File: config.mk
export PLATFORM = sky130hd
export DESIGN_NAME = decode_ctrl_stage
export DESIGN_NICKNAME = d
export VERILOG_FILES = /design/src/rtl/decode_ctrl_stage.sv
export SDC_FILE = /design/constraint.sdc
export NUM_CORES = 1
export LEC_CHECK = 0
export ABC_CLOCK_PERIOD_IN_PS = 3400
export BUFFER_PORTS_ARGS = -buffer_cell sky130_fd_sc_hd__buf_2
export CAP_MARGIN = 5
export CORE_MARGIN = 2
export CORE_UTILIZATION = 30
export DETAILED_ROUTE_END_ITERATION = 7
export PLACE_DENSITY = 0.55
export REMOVE_ABC_BUFFERS = 1
export SYNTH_ARGS = -nofsm -noshare
export SYNTH_HDL_FRONTEND = slang
export SYNTH_SLANG_ARGS = --single-unit
export TNS_END_PERCENT = 100
File: constraint.sdc
create_clock -name clk -period 3.4 [get_ports clk]
set_clock_uncertainty 0.15 [all_clocks]
set_input_delay 0.51 -clock clk [delete_from_list [all_inputs] [get_ports clk]]
set_output_delay 0.51 -clock clk [all_outputs]
set_load 0.05 [all_outputs]
File: src/rtl/decode_ctrl_stage.sv
// ---------------------------------------------------------------------------
// decode_ctrl_stage
//   Registered main decoder for the pipelined RV32I core. The Decode-stage
//   instruction is decoded combinationally and latched into the ID/EX control
//   register on the rising clock edge. Handles stall, flush (bubble), illegal
//   instruction detection and a saturating illegal-instruction counter.
//
//   Parameters
//     EN_EXT  0: base subset (lw/sw/add,sub,and,or,slt/addi,andi,ori,slti/beq/jal)
//             1: full RV32I integer set
//     CNT_W   width of the saturating illegal-instruction counter
//
//   Ports
//     clk, rst_n          clock, asynchronous active-low reset
//     InstrD, ValidD      instruction in Decode and its valid flag
//     StallE, FlushE      hold / bubble the ID/EX register (flush wins)
//     ValidE .. ImmSrcE   registered control for the Execute stage
//     IllegalE            Execute slot holds an illegal instruction
//     IllegalCnt          saturating count of illegal instructions accepted
// ---------------------------------------------------------------------------
module decode_ctrl_stage #(
    parameter bit EN_EXT = 1'b1,
    parameter int CNT_W  = 8
) (
    input  logic             clk,
    input  logic             rst_n,
    input  logic [31:0]      InstrD,
    input  logic             ValidD,
    input  logic             StallE,
    input  logic             FlushE,
    output logic             ValidE,
    output logic             RegWriteE,
    output logic [1:0]       ResultSrcE,
    output logic             MemWriteE,
    output logic [2:0]       MemWidthE,
    output logic             JumpE,
    output logic             JalrE,
    output logic             BranchE,
    output logic [2:0]       BranchTypeE,
    output logic [3:0]       ALUControlE,
    output logic             ALUSrcE,
    output logic [2:0]       ImmSrcE,
    output logic             IllegalE,
    output logic [CNT_W-1:0] IllegalCnt
);

    typedef enum logic [6:0] {
        OP_LOAD  = 7'b0000011,
        OP_STORE = 7'b0100011,
        OP_R     = 7'b0110011,
        OP_I     = 7'b0010011,
        OP_BR    = 7'b1100011,
        OP_JAL   = 7'b1101111,
        OP_JALR  = 7'b1100111,
        OP_LUI   = 7'b0110111,
        OP_AUIPC = 7'b0010111
    } opcode_e;

    typedef enum logic [3:0] {
        ALU_ADD   = 4'b0000,
        ALU_SUB   = 4'b0001,
        ALU_AND   = 4'b0010,
        ALU_OR    = 4'b0011,
        ALU_XOR   = 4'b0100,
        ALU_SLT   = 4'b0101,
        ALU_SLTU  = 4'b0110,
        ALU_SLL   = 4'b0111,
        ALU_SRL   = 4'b1000,
        ALU_SRA   = 4'b1001,
        ALU_PASSB = 4'b1010
    } alu_op_e;

    typedef enum logic [2:0] {
        IMM_I = 3'b000,
        IMM_S = 3'b001,
        IMM_B = 3'b010,
        IMM_J = 3'b011,
        IMM_U = 3'b100
    } imm_src_e;

    // Bubble is the all-zero value of this struct.
    typedef struct packed {
        logic       valid;
        logic       reg_write;
        logic [1:0] result_src;
        logic       mem_write;
        logic [2:0] mem_width;
        logic       jump;
        logic       jalr;
        logic       branch;
        logic [2:0] branch_type;
        alu_op_e    alu_control;
        logic       alu_src;
        imm_src_e   imm_src;
        logic       illegal;
    } ctrl_t;

    logic [6:0] op;
    logic [2:0] f3;
    logic [6:0] f7;
    logic       f7b;

    assign op  = InstrD[6:0];
    assign f3  = InstrD[14:12];
    assign f7  = InstrD[31:25];
    assign f7b = InstrD[30];

    // Register fields are decoded elsewhere in the pipeline.
    logic unused_instr_bits;
    assign unused_instr_bits = ^{InstrD[24:15], InstrD[11:7]};

    ctrl_t   dec;
    logic    legal;
    alu_op_e alu_f3;
    ctrl_t   ctrl_d;
    ctrl_t   ctrl_q;
    logic [CNT_W-1:0] cnt_q;

    // ALU operation shared by R-type and I-type arithmetic.
    always_comb begin
        alu_f3 = ALU_ADD;
        unique case (f3)
            3'b000:  alu_f3 = ALU_ADD;
            3'b001:  alu_f3 = ALU_SLL;
            3'b010:  alu_f3 = ALU_SLT;
            3'b011:  alu_f3 = ALU_SLTU;
            3'b100:  alu_f3 = ALU_XOR;
            3'b101:  alu_f3 = f7b ? ALU_SRA : ALU_SRL;
            3'b110:  alu_f3 = ALU_OR;
            default: alu_f3 = ALU_AND;
        endcase
    end

    // NOTE: every signal driven here gets a default first so no path
    // leaves it unassigned, which would otherwise infer a latch.
    always_comb begin
        dec   = '0;
        legal = 1'b0;
        case (op)
            OP_LOAD: begin
                dec.reg_write  = 1'b1;
                dec.alu_src    = 1'b1;
                dec.result_src = 2'b01;
                dec.imm_src    = IMM_I;
                dec.alu_control = ALU_ADD;
                dec.mem_width  = f3;
                legal = EN_EXT ? (f3 inside {3'b000, 3'b001, 3'b010, 3'b100, 3'b101})
                               : (f3 == 3'b010);
            end
            OP_STORE: begin
                dec.mem_write  = 1'b1;
                dec.alu_src    = 1'b1;
                dec.imm_src    = IMM_S;
                dec.alu_control = ALU_ADD;
                dec.mem_width  = f3;
                legal = EN_EXT ? (f3 inside {3'b000, 3'b001, 3'b010})
                               : (f3 == 3'b010);
            end
            OP_R: begin
                dec.reg_write = 1'b1;
                dec.alu_control = (f3 == 3'b000) ? (f7b ? ALU_SUB : ALU_ADD) : alu_f3;
                // 0100000 only selects sub / sra; any other funct7 is undefined.
                legal = (f7 == 7'b0000000) ||
                        ((f7 == 7'b0100000) && (f3 inside {3'b000, 3'b101}));
                if (!EN_EXT && !(f3 inside {3'b000, 3'b010, 3'b110, 3'b111}))
                    legal = 1'b0;
            end
            OP_I: begin
                dec.reg_write = 1'b1;
                dec.alu_src   = 1'b1;
                dec.imm_src   = IMM_I;
                // For addi bit 30 is immediate data, never a sub select.
                dec.alu_control = (f3 == 3'b000) ? ALU_ADD : alu_f3;
                unique case (f3)
                    3'b001:  legal = (f7 == 7'b0000000);
                    3'b101:  legal = (f7 == 7'b0000000) || (f7 == 7'b0100000);
                    default: legal = 1'b1;
                endcase
                if (!EN_EXT && !(f3 inside {3'b000, 3'b010, 3'b110, 3'b111}))
                    legal = 1'b0;
            end
            OP_BR: begin
                dec.branch      = 1'b1;
                dec.imm_src     = IMM_B;
                dec.branch_type = f3;
                case (f3[2:1])
                    2'b00:   dec.alu_control = ALU_SUB;
                    2'b10:   dec.alu_control = ALU_SLT;
                    default: dec.alu_control = ALU_SLTU;
                endcase
                legal = EN_EXT ? (f3[2:1] != 2'b01) : (f3 == 3'b000);
            end
            OP_JAL: begin
                dec.reg_write  = 1'b1;
                dec.jump       = 1'b1;
                dec.imm_src    = IMM_J;
                dec.result_src = 2'b10;
                legal = 1'b1;
            end
            OP_JALR: begin
                dec.reg_write  = 1'b1;
                dec.jalr       = 1'b1;
                dec.alu_src    = 1'b1;
                dec.imm_src    = IMM_I;
                dec.result_src = 2'b10;
                dec.alu_control = ALU_ADD;
                legal = EN_EXT && (f3 == 3'b000);
            end
            OP_LUI: begin
                dec.reg_write  = 1'b1;
                dec.alu_src    = 1'b1;
                dec.imm_src    = IMM_U;
                dec.alu_control = ALU_PASSB;
                legal = EN_EXT;
            end
            OP_AUIPC: begin
                dec.reg_write  = 1'b1;
                dec.imm_src    = IMM_U;
                dec.result_src = 2'b11;
                legal = EN_EXT;
            end
            default: legal = 1'b0;
        endcase
    end

    // Final next-state value: bubble, illegal marker, or decoded control.
    always_comb begin
        ctrl_d = '0;
        if (ValidD) begin
            if (legal) begin
                ctrl_d       = dec;
                ctrl_d.valid = 1'b1;
            end else begin
                ctrl_d.valid   = 1'b1;
                ctrl_d.illegal = 1'b1;
            end
        end
    end

    // NOTE: sequential state uses non-blocking assignments so every register
    // samples pre-edge values regardless of statement order.
    always_ff @(posedge clk or negedge rst_n) begin
        if (!rst_n) begin
            ctrl_q <= '0;
            cnt_q  <= '0;
        end else if (FlushE) begin
            ctrl_q <= '0;
        end else if (!StallE) begin
            ctrl_q <= ctrl_d;
            if (ctrl_d.illegal && (cnt_q != {CNT_W{1'b1}}))
                cnt_q <= cnt_q + CNT_W'(1);
        end
    end

    assign ValidE      = ctrl_q.valid;
    assign RegWriteE   = ctrl_q.reg_write;
    assign ResultSrcE  = ctrl_q.result_src;
    assign MemWriteE   = ctrl_q.mem_write;
    assign MemWidthE   = ctrl_q.mem_width;
    assign JumpE       = ctrl_q.jump;
    assign JalrE       = ctrl_q.jalr;
    assign BranchE     = ctrl_q.branch;
    assign BranchTypeE = ctrl_q.branch_type;
    assign ALUControlE = ctrl_q.alu_control;
    assign ALUSrcE     = ctrl_q.alu_src;
    assign ImmSrcE     = ctrl_q.imm_src;
    assign IllegalE    = ctrl_q.illegal;
    assign IllegalCnt  = cnt_q;

endmodule

==> qor.txt <==
core area: 5140 µm²
Starting Density: 31.4%
endpoints failing hold: 0
Die Y: 77.3 µm
max-slew violation count: 0
die footprint: 5980 µm²
Post-CTS Setup Inserts: 0
post-layout util: 39.0%
synthesized flop and latch total: 31
Crit Path Category: in -> reg
top routing layer in use: met4
CTS clock-pin slew for the worst setup and hold paths: 0.07 ns
drt initial violations: 97
# IOs: 68
top cell type's share of synthesized area: 48.1%
largest cells by area after synthesis: dfrtp_1, a32o_1, xor2_1, nand2_1, a22o_1
Num CTS Buffers: 5
GRT Overall Usage: 14.0%
slew of the pin with the lowest slew margin: 0.701 ns
CTS resizes: 0
Setup crit start kind: primary input
Max Clk Rate: 0.426 GHz
R2R depth: 5
Post-CTS Hold Fix Bufs: 0
most frequent cells in the layout: buf_2, dfrtp_1, nand2_1
vias per inst: 4.99
DRC: 0
vias in the first global route: 1408
share of cells above drive strength 1: 31.8%
RD Place Congestion: 0.737
RSZ-0062 raised after global routing: false
Sink Count: 31
post-route antenna net violation count: 0
Avg Inst Size Synth: 10.0 µm²
drt wl/cell: 14.0 µm
most common cell after layout, fill and taps aside: buf_2
row count: 26
Root Driver: clkbuf_8
reg2reg end: IllegalCnt[1]
met3 WL: 196 µm
H-tree depth: 2
setup_tns: 0 ns
largest net degree at the start of global routing: 32
# diodes: 0
Slew headroom: 53.3%
iteration count of the initial detailed-routing pass: 4
antenna violations before repair: 0
Reg2Reg Setup Slack: 1.55 ns
status: completed
Skew-Pair Late Insertion Delay: 0.28 ns
max_cap viols: 0
Metal-1 WL: 1790 µm
final worst-path cycle share: 69.1%
Final Setup Violations: 0
TritonCTS clock tree: built
Pleak: 0.000987 µW
maximum buffer depth of the clock tree: 2
nets: 251
Mapped Area: 1610 µm²
Final min period: 2.35 ns
Syn. warnings: 0
post-DP HPWL: 2790 µm
Hold Crit Class: in -> async
met2 wire len: 1940 µm
grt ovf: 0
Area Overhead vs Synth: 24.4%
die width: 77.3 µm
power per cell area: 473 nW/µm²
synth unique cells: 38
crit path capture type: register
top cell type by total area after synthesis: dfrtp_1
DR vias: 1416
IO buf count: 52
Req. time, crit path: 3.44 ns
Worst EP arrival: 2.38 ns
reg2reg start: IllegalCnt[0]
worst vdd ir: 0.178 mV
Seq/Total Area, Yosys: 48.1%
WL final: 3980 µm
first-pass GRT wire length: 6600 µm
Max FO, Critical Path: 11
Syn Inst Count: 161
==> cell usage after synthesis <==
| master | number |
|---|---|
| nand4_1 | 1 |
| nand2_2 | 1 |
| buf_2 | 4 |
| nor4_1 | 5 |
| mux2_2 | 1 |
| nor3_1 | 4 |
| nor3_2 | 1 |
| or3_1 | 1 |
| a211oi_1 | 1 |
| a22o_1 | 6 |
| ha_1 | 1 |
| nand2b_1 | 3 |
| o32ai_2 | 1 |
| nor2_1 | 9 |
| a21boi_0 | 1 |
| inv_1 | 4 |
| and2_4 | 1 |
| a21oi_1 | 6 |
| o2bb2a_1 | 1 |
| o31ai_1 | 4 |
| o211ai_4 | 1 |
| or4_4 | 1 |
| xor2_1 | 9 |
| a31oi_1 | 3 |
| o221ai_1 | 2 |
| a22oi_1 | 1 |
| nor2b_1 | 4 |
| a2111o_1 | 1 |
| a32o_1 | 8 |
| nand2_1 | 19 |
| o21ai_1 | 1 |
| nand3_1 | 6 |
| o21ai_0 | 9 |
| buf_4 | 1 |
| buf_8 | 1 |
| nand3b_1 | 3 |
| dfrtp_1 | 31 |
| clkbuf_1 | 4 |
==> layer usage <==
metal	up-vias	GRT usage, %
li1	694	-
met1	677	17.6
met5	-	0
met2	39	22.6
met4	0	5.71
met3	6	3.88
==> through the flow <==
| step | total power, µW | instances | hold slack, ns | setup WS, ns | cell area [µm²] |
|---|---|---|---|---|---|
| final | 949 | 284 | 0.127 | 1.05 | 2010 |
| after global routing | 1000 | 284 | 0.183 | 0.855 | 2010 |
| after CTS | 966 | 284 | 0.145 | 1.04 | 2010 |
| after detailed placement | 678 | 276 | 0.314 | 0.756 | 1930 |
| after global placement | 678 | 276 | 0.316 | 0.747 | 1930 |
| after floorplan | 594 | 151 | 0.0644 | 1.14 | 1560 |
==> power breakdown <==
group	total [µW]	switching [µW]	internal, µW
logic	236	173	63.7
registers	435	39.2	396
clock network	278	134	143
total	949	346	603
==> worst max path at each step <==
stage | slack (ns) | startpoint | endpoint
detailed placement | 0.76 | InstrD[3] | ImmSrcE[1]
floorplan | 1.14 | InstrD[26] | IllegalCnt[1]
global placement | 0.75 | InstrD[3] | ALUSrcE
global route | 0.86 | InstrD[3] | ALUSrcE
finish | 1.05 | InstrD[3] | ImmSrcE[1]
CTS | 1.04 | InstrD[3] | ImmSrcE[1]
==> flip-flops by register name (all words and copies together) (netlist names), 2 cells and up <==
register	cells
ALUControlE	4
ResultSrcE	2
IllegalCnt	8
BranchTypeE	3
ImmSrcE	3
MemWidthE	3
==> cell type report <==
cell class,count,area (µm²)
Fill cell,547,3130
Sequential cell,31,776
Multi-Input combinational cell,116,764
Timing Repair Buffer,55,283
Tap cell,70,87.6
Clock buffer,7,76.3
Inverter,4,15.0
Clock inverter,1,5.00
==> critical path, cell delays in order <==
cell      delay [ns]
buf_2           0.16
or3_1           0.44
nor2_1          0.31
nand2_2         0.12
o211ai_4        0.32
nand2_1         0.23
o31ai_1         0.27
==> cells by family (layout without fill, tap and decap cells) <==
| logic type | Yosys count | after routing | share of synthesized area, % |
|---|---|---|---|
| compound gates | 46 | 46 | 22.3 |
| flops | 31 | 31 | 48.1 |
| simple gates | 59 | 59 | 18.7 |
| xor+xnor | 9 | 9 | 4.89 |
| mux | 1 | 1 | 0.698 |
| buf+inv | 14 | 67 | 4.50 |
| fa+ha+maj | 1 | 1 | 0.776 |
No activity file was read; power rests on OpenSTA's default activity.
